<file path="src/rtl/mem_arbiter_if.sv">
// Requester-side bundle for mem_arbiter: one instance per requester port.
// master = requester (fetch or load/store unit), slave = arbiter.
interface mem_arbiter_if #(
  parameter int ADDR_W = 8,
  parameter int DATA_W = 32
);
  logic              req;
  logic              we;
  logic [ADDR_W-1:0] addr;
  logic [DATA_W-1:0] wdata;
  logic              ack;
  logic              rvalid;
  logic [DATA_W-1:0] rdata;

  modport master (output req, we, addr, wdata, input ack, rvalid, rdata);
  modport slave  (input req, we, addr, wdata, output ack, rvalid, rdata);
endinterface

</file>
<file path="src/rtl/mem_arbiter.sv">
// Two-port arbiter serialising fetch (p0) and load/store (p1) onto one synchronous memory.
// Optional macro MEMARB_FIXED_PRIORITY_EN: port 1 always wins ties (default is round-robin).
module mem_arbiter #(
  parameter int ADDR_W = 8,
  parameter int DATA_W = 32
) (
  input  logic              clk,
  input  logic              reset,
  mem_arbiter_if.slave      p0,
  mem_arbiter_if.slave      p1,
  output logic [ADDR_W-1:0] mem_address,
  output logic              mem_writeEnable,
  output logic [DATA_W-1:0] mem_dataIn,
  input  logic [DATA_W-1:0] mem_dataOut
);

  typedef enum logic {IDLE, ISSUE} state_e;

  state_e            state_q, state_d;
  logic              last_grant_q, last_grant_d;
  logic              cmd_we_q, cmd_we_d;
  logic [ADDR_W-1:0] cmd_addr_q, cmd_addr_d;
  logic [DATA_W-1:0] cmd_wdata_q, cmd_wdata_d;
  logic              cmd_port_q, cmd_port_d;
  logic              rsp_valid_q, rsp_valid_d;
  logic              rsp_port_q, rsp_port_d;
  logic              accept;
  logic              grant;

  assign accept = (state_q == IDLE) && (p0.req || p1.req);

  always_comb begin
    grant = 1'b0;
    if (p0.req && p1.req) begin
`ifdef MEMARB_FIXED_PRIORITY_EN
      grant = 1'b1;
`else
      grant = ~last_grant_q;
`endif
    end else if (p1.req) begin
      grant = 1'b1;
    end
  end

  always_ff @(posedge clk) begin
    if (reset) begin
      state_q      <= IDLE;
      last_grant_q <= 1'b1;
      cmd_we_q     <= 1'b0;
      cmd_addr_q   <= '0;
      cmd_wdata_q  <= '0;
      cmd_port_q   <= 1'b0;
      rsp_valid_q  <= 1'b0;
      rsp_port_q   <= 1'b0;
    end else begin
      state_q      <= state_d;
      last_grant_q <= last_grant_d;
      cmd_we_q     <= cmd_we_d;
      cmd_addr_q   <= cmd_addr_d;
      cmd_wdata_q  <= cmd_wdata_d;
      cmd_port_q   <= cmd_port_d;
      rsp_valid_q  <= rsp_valid_d;
      rsp_port_q   <= rsp_port_d;
    end
  end

  always_comb begin
    state_d = state_q;
    case (state_q)
      IDLE:    if (accept) state_d = ISSUE;
      ISSUE:   state_d = IDLE;
      default: state_d = IDLE;
    endcase
  end

  // Requests are only sampled in IDLE, so a req held through its ack cycle is not taken twice.
  always_comb begin
    last_grant_d = last_grant_q;
    cmd_we_d     = cmd_we_q;
    cmd_addr_d   = cmd_addr_q;
    cmd_wdata_d  = cmd_wdata_q;
    cmd_port_d   = cmd_port_q;
    if (accept) begin
      last_grant_d = grant;
      cmd_port_d   = grant;
      cmd_we_d     = grant ? p1.we    : p0.we;
      cmd_addr_d   = grant ? p1.addr  : p0.addr;
      cmd_wdata_d  = grant ? p1.wdata : p0.wdata;
    end
    rsp_valid_d = (state_q == ISSUE) && !cmd_we_q;
    rsp_port_d  = cmd_port_q;
  end

  always_comb begin
    mem_address     = cmd_addr_q;
    mem_dataIn      = cmd_wdata_q;
    mem_writeEnable = (state_q == ISSUE) && cmd_we_q;
    p0.ack          = (state_q == ISSUE) && !cmd_port_q;
    p1.ack          = (state_q == ISSUE) &&  cmd_port_q;
    p0.rvalid       = rsp_valid_q && !rsp_port_q;
    p1.rvalid       = rsp_valid_q &&  rsp_port_q;
    p0.rdata        = mem_dataOut;
    p1.rdata        = mem_dataOut;
  end

endmodule

</file>
<file path="src/flat_wrapper.sv">
// flat-port wrapper written by rule: the top's interface ports become plain ports
module mem_arbiter_flat 
#(
  parameter int ADDR_W = 8,
  parameter int DATA_W = 32
)
  (clk, reset, mem_address, mem_writeEnable, mem_dataIn, mem_dataOut, p0_req, p0_we, p0_addr, p0_wdata, p0_ack, p0_rvalid, p0_rdata, p1_req, p1_we, p1_addr, p1_wdata, p1_ack, p1_rvalid, p1_rdata);
  mem_arbiter_if #(.ADDR_W(ADDR_W), .DATA_W(DATA_W)) p0_i ();
  mem_arbiter_if #(.ADDR_W(ADDR_W), .DATA_W(DATA_W)) p1_i ();
  input  logic clk;
  input  logic reset;
  output logic [ADDR_W-1:0] mem_address;
  output logic mem_writeEnable;
  output logic [DATA_W-1:0] mem_dataIn;
  input  logic [DATA_W-1:0] mem_dataOut;
  input wire logic [$bits(p0_i.req)-1:0] p0_req;
  input wire logic [$bits(p0_i.we)-1:0] p0_we;
  input wire logic [$bits(p0_i.addr)-1:0] p0_addr;
  input wire logic [$bits(p0_i.wdata)-1:0] p0_wdata;
  output wire logic [$bits(p0_i.ack)-1:0] p0_ack;
  output wire logic [$bits(p0_i.rvalid)-1:0] p0_rvalid;
  output wire logic [$bits(p0_i.rdata)-1:0] p0_rdata;
  input wire logic [$bits(p1_i.req)-1:0] p1_req;
  input wire logic [$bits(p1_i.we)-1:0] p1_we;
  input wire logic [$bits(p1_i.addr)-1:0] p1_addr;
  input wire logic [$bits(p1_i.wdata)-1:0] p1_wdata;
  output wire logic [$bits(p1_i.ack)-1:0] p1_ack;
  output wire logic [$bits(p1_i.rvalid)-1:0] p1_rvalid;
  output wire logic [$bits(p1_i.rdata)-1:0] p1_rdata;
  assign p0_i.req = p0_req;
  assign p0_i.we = p0_we;
  assign p0_i.addr = p0_addr;
  assign p0_i.wdata = p0_wdata;
  assign p0_ack = p0_i.ack;
  assign p0_rvalid = p0_i.rvalid;
  assign p0_rdata = p0_i.rdata;
  assign p1_i.req = p1_req;
  assign p1_i.we = p1_we;
  assign p1_i.addr = p1_addr;
  assign p1_i.wdata = p1_wdata;
  assign p1_ack = p1_i.ack;
  assign p1_rvalid = p1_i.rvalid;
  assign p1_rdata = p1_i.rdata;
  mem_arbiter #(.ADDR_W(ADDR_W), .DATA_W(DATA_W)) u_core (.clk(clk), .reset(reset), .p0(p0_i), .p1(p1_i), .mem_address(mem_address), .mem_writeEnable(mem_writeEnable), .mem_dataIn(mem_dataIn), .mem_dataOut(mem_dataOut));
endmodule
</file>
<file path="config.mk">
export PLATFORM = sky130hd
export DESIGN_NAME = mem_arbiter_flat
export DESIGN_NICKNAME = d
export VERILOG_FILES = /design/src/rtl/mem_arbiter_if.sv /design/src/rtl/mem_arbiter.sv /design/src/flat_wrapper.sv
export SDC_FILE = /design/constraint.sdc
export NUM_CORES = 1
export LEC_CHECK = 0
export ABC_AREA = 1
export BUFFER_PORTS_ARGS = -buffer_cell sky130_fd_sc_hd__buf_4
export CAP_MARGIN = 15
export CORE_MARGIN = 2
export CORE_UTILIZATION = 45
export CTS_CLUSTER_DIAMETER = 50
export CTS_CLUSTER_SIZE = 10
export DETAILED_ROUTE_END_ITERATION = 7
export HOLD_SLACK_MARGIN = 0.1
export PLACE_DENSITY = 0.87
export SYNTH_ARGS = -nofsm -noshare
export SYNTH_HDL_FRONTEND = slang
export SYNTH_SLANG_ARGS = --single-unit
</file>
<file path="constraint.sdc">
create_clock -name clk -period 1.65 [get_ports clk]
set_input_delay 0.165 -clock clk [delete_from_list [all_inputs] [get_ports clk]]
set_output_delay 0.165 -clock clk [all_outputs]
set_load 0.02 [all_outputs]
</file>
After elaboration in Yosys (flattened, before gate mapping)
Cells that the tools add are included.
{"block": "totals", "ff_bits": 46, "input_bits": 118, "out_inout_bits": 109, "word_cells": 29}
{"block": "classes", "n_mux": 7, "n_bitwise": 2, "n_reduce_logical": 12}
{"operator": "$mux W32", "count": 1}
{"operator": "$logic_and A1 B1 Y1", "count": 8}
{"operator": "$mux W8", "count": 1}
{"operator": "$mux W1", "count": 4}
{"operator": "$logic_not A1 Y1", "count": 3}
{"operator": "$not A1 Y1", "count": 2}
{"operator": "$pmux W1 S2", "count": 1}
{"operator": "$logic_or A1 B1 Y1", "count": 1}

Longest topological paths before layout
{"block": "depth", "ltp_word": 4, "depth_mapped": 7, "ltp_nobuf": 5}

Worst setup path before layout
No wires, ideal clock.
{"block": "synth_path", "path_type": "register to register", "start": "register u_core.last_grant_q", "end": "register u_core.cmd_wdata_q[17] (netlist: u_core.mem_dataIn[17])", "path_stages_with_launch": 8, "t_arrival_ps": 889, "setup_slack_ps": 649, "n_path_buf": 2, "setup_ps": 112, "required_time_ps": 1538, "synth_period_minus_slack_ps": 1001, "cell_sequence": "dfxtp_1 nand2_1 buf_4 buf_4 nand3_1 nand2_1 nor2_1 nor2_1"}
{"block": "synth_between", "elab_chain_cells": 3}
{"element": "start: declaration", "line": "mem_arbiter.sv:20", "source": "logic last_grant_q, last_grant_d;"}
{"element": "start signal: assignment", "line": "mem_arbiter.sv:57", "source": "last_grant_q <= last_grant_d;"}
{"element": "$not A1 Y1", "line": "mem_arbiter.sv:38", "source": "grant = ~last_grant_q;"}
{"element": "$mux W1", "line": "mem_arbiter.sv:34", "source": "if (p0.req && p1.req) begin"}
{"element": "$mux W32", "line": "mem_arbiter.sv:88", "source": "cmd_wdata_d = grant ? p1.wdata : p0.wdata;"}
{"element": "end signal: assignment", "line": "mem_arbiter.sv:60", "source": "cmd_wdata_q <= cmd_wdata_d;"}
{"element": "end: declaration", "line": "mem_arbiter.sv:23", "source": "logic [DATA_W-1:0] cmd_wdata_q, cmd_wdata_d;"}
No other way between the ends.
A chain may end at the register's enable or synchronous reset.

==> run_results.csv <==
group,metric,value,unit
outcome,run_status,"finished, final reports clean",
power,power.density,779,nW/um^2
clock_network,cts_setup_buffers,0,
clock_network,cts_buffer_depth,2,
final_layout,post-route-util,54.9,%
placed_design,dp_hpwl,5.17,mm
yosys,synth_top_family_by_area,"simple AND/OR/NAND/NOR gates",
route,vias_per_cell,4.50,
timing,hold_ws,195,ps
yosys,muxShareOfSynthArea,0,%
clock_network,h-tree-depth,2,
timing,rsz0062_at_grt,"false",
critical_path,crit_path_cell_trace,"dlygate4sd3_1 -> buf_4 -> clkinv_1 -> buf_12 -> nand2_1 -> nor2_1",
job,drv_cap,0,
power,ir_worst_vdd,0.413,mV
timing,fin_tns_setup,0,ps
critical_path,path_buf_inv,4,
timing,period_share,90.3,%
clock_network,cts.sinks,46,
final_layout,fin_cells,638,
power,p_leak,0.00200,uW
yosys,synth_cell_types,18,
critical_path,cp_max_fo,29,
route,drc,0,
min_path,min_path_type,"in2reg",
timing,tightest_slew,1090,ps
final_layout,antenna_cells,0,
timing,final-hold-violation-count,0,
final_layout,syn_to_final_growth,18.2,%
timing,period_needed,1490,ps
route,ant_nets,0,
yosys,synth_area,3150,um^2
critical_path,path_delay_family,"buffers and inverters",
critical_path,crit_path_end_kind,"flip-flop",
clock_network,numCtsBuffers,5,
global_route,grt_pass1_vias,2600,
route,drtIter0Drc,93,
die,start_util,46.4,%
global_route,grt_overflow_total,0,
yosys,synth_seq_cells,46,
yosys,synthCells,492,
yosys,synth_xor_xnor_area_share,0,%
route,wl,7.20,mm
yosys,syn_nets,610,
global_route,grt_pass1_wl,11.4,mm
timing,skew,6.32,ps
final_layout,fillers,653,
yosys,yosys.area_share.simple,32.9,%
final_layout,fin_nets,660,
timing,max_freq,0.671,GHz
die,io_pins,227,
critical_path,worst_setup_path_start_kind,"primary input",
global_route,antenna_found_initial,0,
timing,slew_headroom,27.0,%
clock_network,insertion_delay,290,ps
timing,final-setup-viol-count,0,
die,die_w,87.7,um
critical_path,arrival,1680,ps
clock_network,cts_hold_repair.buffers,1,
placed_design,dp.cells,630,
global_route,grt_max_degree,84,
yosys,syn_area_per_cell,6.41,um^2
yosys,synth_fa_ha_area_share,0,%
die,coreArea,6790,um^2
placed_design,port_buffers,130,
clock_network,cts_tree,"built",
route,drt_first_pass_iters,4,
critical_path,criticalPathCategory,"in2reg",
clock_network,cts_resized,0,
die,die_h,87.7,um
critical_path,max_stage_delay,540,ps
route,vias,2869,
timing,slew_viol_final,0,
clock_network,clk_pin_slew_worst_paths,80,ps
critical_path,cp_data_required_time,1840,ps
final_layout,drive_gt1_share,26.8,%
placed_design,gp_congestion,0.746,
yosys,synth_compound_area_share,10.2,%
yosys,ys_warn_count,0,
route,wl_per_cell,11.3,um
die,fp-row-count,30,
die,die_area,7690,um^2
critical_path,critPathSlowestCell,"dlygate4sd3_1",
yosys,seq_area_frac_synth,29.2,%
global_route,grt_use_total,18.4,%
clock_network,cts-root-buf,"clkbuf_8",
## logic make-up after synthesis
logic type,after synthesis
simple gates,261
compound gates,43
buf+inv,142
flops,46
## tightest hold or removal path, cell delays in order
cell     delay, ps
buf_4           70
nand3_1         60
nand2_1         50
nor2_1          30
nor2_1          60
## routing by layer
| layer | part of all wire, % | wire, um | vias to the layer above | GRT usage, % |
|---|---|---|---|---|
| met3 | 6.3 | 454 | 32 | 4.34 |
| met1 | 41 | 2970 | 1220 | 20.0 |
| met4 | 3.2 | 232 | 0 | 8.25 |
| li1 | - | - | 1526 | - |
| met5 | 0 | 0 | - | 0 |
| met2 | 49 | 3540 | 91 | 33.7 |
## flip-flops by register name, indices dropped and copies added, names as in the netlist
name	count
u_core.mem_dataIn	32
u_core.cmd_we_q	1
u_core.cmd_port_q	1
u_core.state_q	1
u_core.mem_address	8
u_core.rsp_valid_q	1
u_core.last_grant_q	1
u_core.rsp_port_q	1
## report_power, final
part	total, uW	internal [uW]	switching [uW]
clock	641	292	348
combinational	984	450	535
sequential	1280	1220	59.6
## area by class of cell
cell class                 count  area [um^2]  area share [%]
clock buffer                   7         76.3            2.05
inverter                      48          180            4.83
multi-input combinational    304         1370            36.9
sequential                    46          921            24.7
tap                           96          120            3.22
timing repair buffer         137         1060            28.3
## cells in the final DEF (no fill, tap or decap), drive strengths merged
cell | netlist | layout
a21boi | 41 | 41
buf | 92 | 136
clkbuf | 2 | 7
clkinv | 1 | 1
dfxtp | 46 | 46
dlygate4sd3 | 0 | 1
inv | 47 | 47
nand2 | 129 | 129
nand3 | 43 | 43
nor2 | 88 | 88
nor3 | 1 | 1
o21ai | 2 | 2
## final timing paths
| kind | from | endpoint | slack (ps) | cells after the start |
|---|---|---|---|---|
| worst max-delay path | reset | u_core.mem_dataIn[15] | 160 | 6 |
| worst min-delay path | p1_wdata[4] | u_core.mem_dataIn[4] | 200 | 5 |
| worst max register to register | u_core.state_q | u_core.mem_dataIn[1] | 330 | 5 |
| worst min register to register | u_core.cmd_port_q | u_core.rsp_port_q | 470 | 2 |
## cell usage after synthesis
cell type	instances	share of area, %
nand2_1	129	15
inv_1	46	5.5
a21boi_1	30	7.1
o21ai_2	1	0.28
nor2_1	87	10
nor3_1	1	0.16
dfxtp_1	46	29
clkbuf_1	2	0.24
buf_2	8	1.3
buf_6	7	2.5
clkinv_1	1	0.12
nand3_1	43	6.8
nor2_2	1	0.20
inv_2	1	0.12
buf_4	74	18
a21boi_0	11	2.6
o21ai_1	1	0.16
buf_1	3	0.36
## through the flow
step	setup WS [ps]	instance area, um^2	total power (uW)
after floorplan	649	3150	2140
final	161	3730	2900
after global placement	135	3640	2270
after global routing	103	3730	3110
after detailed placement	85.3	3640	2290
after CTS	217	3730	2950
Note: power is estimated with default switching activity, not from simulation.
